**src/rtl/luces_intermitentes_multicanal.sv**
```systemverilog
// N-channel LED flasher: shared base-tick prescaler, blink-pulse timer and
// per-channel mode decode into a registered LED bank.
module luces_intermitentes_multicanal #(
  parameter int unsigned N_CH       = 4,
  parameter int unsigned PERIOD_CYC = 50_000_000,
  parameter int unsigned PULSE_CYC  = 10_000_000,
  parameter int unsigned ALTERNAR   = 1
) (
  input  logic              Reloj,
  input  logic              Reset,
  input  logic              Enable,
  input  logic [2*N_CH-1:0] Modo,
  output logic              Tick,
  output logic [N_CH-1:0]   LED
);

  localparam int unsigned CW = $clog2(PERIOD_CYC);
  localparam int unsigned PW = $clog2(PULSE_CYC + 1);
  localparam logic [CW-1:0] CNT_LAST   = CW'(PERIOD_CYC - 1);
  localparam logic [PW-1:0] PULSE_LOAD = PW'(PULSE_CYC);

  typedef enum logic [1:0] {
    MODO_APAGADO = 2'b00,
    MODO_FIJO    = 2'b01,
    MODO_CONMUTA = 2'b10,
    MODO_PULSO   = 2'b11
  } modo_e;

  logic [CW-1:0]   cnt;
  logic [PW-1:0]   pcnt;
  logic            base;
  logic            pulse;
  logic            fin_periodo;
  logic [N_CH-1:0] led_next;

  assign fin_periodo = Enable && (cnt == CNT_LAST);
  assign pulse       = (pcnt != '0);

  always_ff @(posedge Reloj or posedge Reset) begin
    if (Reset) begin
      cnt  <= '0;
      base <= 1'b0;
      pcnt <= '0;
      Tick <= 1'b0;
      LED  <= '0;
    end else begin
      Tick <= fin_periodo;
      if (fin_periodo) begin
        cnt  <= '0;
        base <= ~base;
      end else if (Enable) begin
        cnt <= cnt + 1'b1;
      end
      // A tick reloads the pulse even while it is still running, so no gap.
      if (fin_periodo) begin
        pcnt <= PULSE_LOAD;
      end else if (Enable && pulse) begin
        pcnt <= pcnt - 1'b1;
      end
      LED <= led_next;
    end
  end

  always_comb begin
    led_next = '0;
    for (int unsigned i = 0; i < N_CH; i++) begin
      case (modo_e'(Modo[2*i +: 2]))
        MODO_APAGADO: led_next[i] = 1'b0;
        MODO_FIJO:    led_next[i] = 1'b1;
        MODO_CONMUTA: led_next[i] = ((ALTERNAR != 0) && (i % 2 == 1)) ? ~base : base;
        MODO_PULSO:   led_next[i] = pulse;
        default:      led_next[i] = 1'b0;
      endcase
    end
  end

endmodule
```
**config.mk**
```make
export PLATFORM = sky130hd
export DESIGN_NAME = luces_intermitentes_multicanal
export DESIGN_NICKNAME = d
export VERILOG_FILES = /design/src/rtl/luces_intermitentes_multicanal.sv
export SDC_FILE = /design/constraint.sdc
export NUM_CORES = 1
export LEC_CHECK = 0
export ABC_AREA = 1
export CAP_MARGIN = 20
export CORE_UTILIZATION = 50
export CTS_CLUSTER_DIAMETER = 150
export CTS_CLUSTER_SIZE = 40
export DETAILED_ROUTE_END_ITERATION = 10
export GPL_TIMING_DRIVEN = 0
export PLACE_DENSITY_LB_ADDON = 0.1
export SYNTH_ARGS = -nofsm -noshare
export SYNTH_HDL_FRONTEND = slang
export SYNTH_SLANG_ARGS = --single-unit
```
**constraint.sdc**
```tcl
create_clock -name Reloj -period 2.05 [get_ports Reloj]
set_input_delay 0.205 -clock Reloj [delete_from_list [all_inputs] [get_ports Reloj]]
set_output_delay 0.205 -clock Reloj [all_outputs]
set_load 0.01 [all_outputs]
```
* After elaboration in Yosys (flattened, before gate mapping)
Index checks and enable logic that the tools add are counted.
** Cells by class
- Add/subtract/negate cells :: 2
- Eq/ne operators :: 13
- Mux-type cells :: 8
- Bitwise logic cells :: 1
- Reduce and logical (&&, ||, !) cells :: 9
** Operators with widths (count)
- $mux W26 :: 2
- $mux W24 :: 2
- $add A26 B1 Y26 const B :: 1
- $eq A26 B26 Y1 const B :: 1
- $reduce_bool A24 Y1 :: 1
- $sub A24 B1 Y24 const B :: 1
- $eq A2 B2 Y1 const B :: 8
- $pmux W1 S4 :: 4
- $eq A2 B1 Y1 const B :: 4
- $logic_not A2 Y1 :: 4
- $reduce_bool A2 Y1 :: 2
- $logic_and A1 B1 Y1 :: 2
- $not A1 Y1 :: 1
** Word-level totals
- Register bits :: 56
- Input bits :: 11
- Output and inout bits :: 5

* Logic depth before layout (Yosys ltp)
- Depth in word-level cells :: 4
- Gate-level depth with buffers :: 10
- Gate-level depth less buffers :: 9

* Least setup slack after synthesis
OpenSTA, ideal clock, no wires.
- Kind :: reg2reg
- Start :: register pcnt[0]
- End :: register pcnt[22]
- Setup time :: 118 ps
- Arrival time :: 1354 ps
- Required time :: 1932 ps
- Path slack :: 578 ps
- Stages on the path, launching flop included :: 11
- Period minus slack after synthesis :: 1472 ps
- Cells stage by stage :: dfrtp_1 > inv_1 > ha_1 > nand2_1 > nor2_2 > nand3_4 > nand2_8 > inv_6 > buf_6 > nand4_1 > nand2_1
** Between the ends
- Longest elaborated chain between the ends :: 3
- Elaborated cells between the ends (all ways) :: 6
- Those cells by class :: add/sub (1); mux (2); reduce/logical (3)
** RTL lines
- start: declaration :: line 30 : logic [PW-1:0] pcnt;
- start signal: assignment :: line 58 : pcnt <= pcnt - 1'b1;
- $sub A24 B1 Y24 or $reduce_bool A24 Y1 (tied branches) :: line 58, 37
- $mux W24 or $logic_and A1 B1 Y1 (tied branches) :: line 57 : end else if (Enable && pulse) begin
- $mux W24 or $reduce_bool A2 Y1 (tied branches)
Several ways; a longest one is shown, not always the timed one. The select of a mux whose other input is x is not followed.
A chain may end at the register's enable or synchronous reset.

* Worst setup path in the final report
- Start :: register pcnt[0]
- End :: register pcnt[20]
The elaborated chain is that of the path after synthesis.

==> impl_metrics.json <==
{
  "drt_first_pass_iters": 5,
  "gp_congestion": 0.8799,
  "core_area_um2": 6794,
  "post-place-ws_ns": 0.05347,
  "clk_pin_slew_ns": 0.10,
  "drive_above_1_share": 0.07590,
  "synth_area_leader_cell": "dfrtp_1",
  "dp_hpwl_um": 6275,
  "finClkSkew_ns": 0.01103,
  "vias": 3294,
  "synth_fa_ha_area_frac": 0.01065,
  "cp_data_required_time_ns": 2.29,
  "tightest_slew_ns": 0.7174,
  "final_max_slew_viol_count": 0,
  "rr_startpoint": "pcnt[0]$_DFFE_PP0P_",
  "start_util": 0.5190,
  "synth_cell_type_count": 30,
  "path_class": "reg -> reg",
  "finalPower_w": 0.003812,
  "die_h_um": 85.98,
  "cts_tree": "yes",
  "yosys_warnings": 0,
  "crit_path_start_kind": "flip-flop",
  "cts_max_path_buffers": 2,
  "hold_buffers": 0,
  "ff2ff_path_depth": 8,
  "syn-cell-area_um2": 3526,
  "synth_compound_area_frac": 0.04578,
  "setup_ws_ns": 0.1928,
  "drt_wl_total_um": 8388,
  "syn_inst": 503,
  "cts-root-buf": "clkbuf_8",
  "min_period_ns": 1.857,
  "grt_max_degree": 34,
  "grt_pass1_vias": 2910,
  "overflow": 0,
  "yosysMostFrequentCell": "nand2_1",
  "setup_viol": 0,
  "p_leak_nw": 1.966,
  "synth_edf_count": 0,
  "die_area_um2": 7392,
  "yosys-top-cells-area": "dfrtp_1, nand2_1, nor2_1",
  "die_width_um": 85.98,
  "n_antenna_cell": 0,
  "synth_commonest_cells": "nand2_1, nor2_1, inv_1",
  "tns_ns": 0,
  "syn_to_final_growth_pct": 11.36,
  "arrival_ns": 2.10,
  "grt_pass1_wl_um": 14080,
  "io_pins": 16,
  "grt_antenna_before_repair": 0,
  "cts.sinks": 56,
  "core.rowCount": 30,
  "synthMuxAreaShare": 0,
  "yosys.area_share.simple": 0.4255,
  "cts_buffers": 5,
  "viasPerCell": 5.287,
  "yosysSeqAreaShare": 0.3974,
  "clock_latency_ns": 0.30,
  "status": "complete, no violations",
  "power_density_nw_per_um2": 971.0,
  "finalCritPeriodShare": 0.9060,
  "rsz0062_at_grt": "no",
  "timing.rr.end": "pcnt[20]$_DFFE_PP0P_",
  "drv_cap": 0,
  "drtIter0Drc": 285,
  "ys_seq_elements": 56,
  "synth_top_flop_cell": "dfrtp_1",
  "fmax_mhz": 538.4,
  "hold_class": "in -> async",
  "ant_nets": 0,
  "groute.usage.overall": 0.2427,
  "port_buffers": 15,
  "post_synth.cell_area_avg_um2": 7.010,
  "synth.top_cell.area_share": 0.3974,
  "synthXorXnorAreaFrac": 0.03229,
  "crit_fanout": 5,
  "syn_nets": 517,
  "drc": 0,
  "async_reset_ff_frac": 1.000,
  "finalHoldViolCount": 0,
  "routedWlPerCell_um": 13.46,
  "rrSetupSlack_ns": 0.19,
  "maxSlewHeadroom": 0.5211,
  "nets": 540,
  "htree_levels": 2,
  "peakVddDrop_mv": 0.4529,
  "synth_top_family_by_area": "simple AND/OR/NAND/NOR gates",
  "end_kind": "flip-flop"
}
critical path, stage by stage, from the launching register on:
cell and delay [ns]:
dfrtp_1 0.37, inv_1 0.13, ha_1 0.30, nand2_1 0.19, nor2_2 0.29, nand2_1 0.11, o21ai_0 0.24, nand3_2 0.10
nand2_1 0.07
flip-flops by register name, indices dropped and copies added (netlist names):
signal	flops
base	1
Tick	1
pcnt	24
LED	4
cnt	26
power breakdown:
part	leakage [nW]	internal (W)	switching [W]	total (W)
Clock	0.0552	0.000364	0.000359	0.000723
Sequential	0.671	0.00136	0.000308	0.00167
Combinational	1.24	0.000515	0.000908	0.00142
Total	1.97	0.00224	0.00158	0.00381
cell usage in the layout (no fill, tap or decap), types with 2 or more instances in the layout:
cell and count:
xor2_1 13, clkdlybuf4s50_1 15, nor3b_1 3, inv_1 64, a21o_1 2, nand4_1 24, dfrtp_1 56, nor2_4 2
nand2_1 115, nand3_2 2, nor4_1 2, nor2_2 14, a21oi_1 7, ha_1 3, buf_2 5, o21ai_0 17
nor3_1 9, nand3b_1 3, nand3_1 58, buf_6 2, and3_1 2, a31oi_1 3, nor2_1 88, clkbuf_8 5
metrics by stage:
| stage | hold slack, ns | instance area, um^2 | utilization | std cells |
|---|---|---|---|---|
| after floorplan | 0.3458 | 3526 | - | 503 |
| after global placement | 0.4909 | 3796 | 0.5587 | 614 |
| after detailed placement | 0.4981 | 3816 | 0.5617 | 615 |
| after CTS | 0.3541 | 3924 | 0.5775 | 623 |
| after global routing | 0.4117 | 3926 | 0.5779 | 623 |
| final | 0.3260 | 3926 | 0.5779 | 623 |
logic make-up (layout without fill, tap and decap cells):
| kind of cell | after synthesis | count (layout) |
|---|---|---|
| xor+xnor | 13 | 13 |
| simple gates | 326 | 326 |
| compound gates | 30 | 30 |
| flops | 56 | 56 |
| buf+inv | 75 | 99 |
| fa+ha+maj | 3 | 3 |
layout make-up:
type	count	area, um^2
Fill cell	646	2868
Multi-Input combinational cell	372	1815
Sequential cell	56	1401
Inverter	66	252.7
Timing Repair Buffer	16	170.2
Tap cell	96	120.1
Clock buffer	6	72.57
Buffer	9	58.81
Clock inverter	2	35.03
metal layers:
layer | up-vias | routed length, um | GRT usage
li1 | 1668 | - | -
met1 | 1494 | 4262 | 0.3825
met2 | 119 | 3496 | 0.3514
met3 | 13 | 521 | 0.02502
met4 | 0 | 108 | 0.06212
met5 | - | 0 | 0
worst max-delay path by stage:
| stage | start | to | slack (ns) | depth (start not counted) |
|---|---|---|---|---|
| after global placement | Reset | pcnt[10]$_DFFE_PP0P_ | -0.64 | 2 |
| final | pcnt[0]$_DFFE_PP0P_ | pcnt[20]$_DFFE_PP0P_ | 0.19 | 8 |
| after global routing | pcnt[0]$_DFFE_PP0P_ | pcnt[20]$_DFFE_PP0P_ | 0.002 | 8 |
| after detailed placement | Enable | cnt[25]$_DFFE_PP0P_ | 0.05 | 8 |
| after CTS | cnt[1]$_DFFE_PP0P_ | cnt[25]$_DFFE_PP0P_ | 0.15 | 8 |
| after floorplan | Reset | LED[0]$_DFF_PP0_ | 0.47 | 1 |
what timing repair did:
action                     4_1_cts  5_1_grt
setup endpoints to repair        0        5
buffers inserted                 0        0
gates resized for setup          0        1
Power figures use the tool's default switching activity.
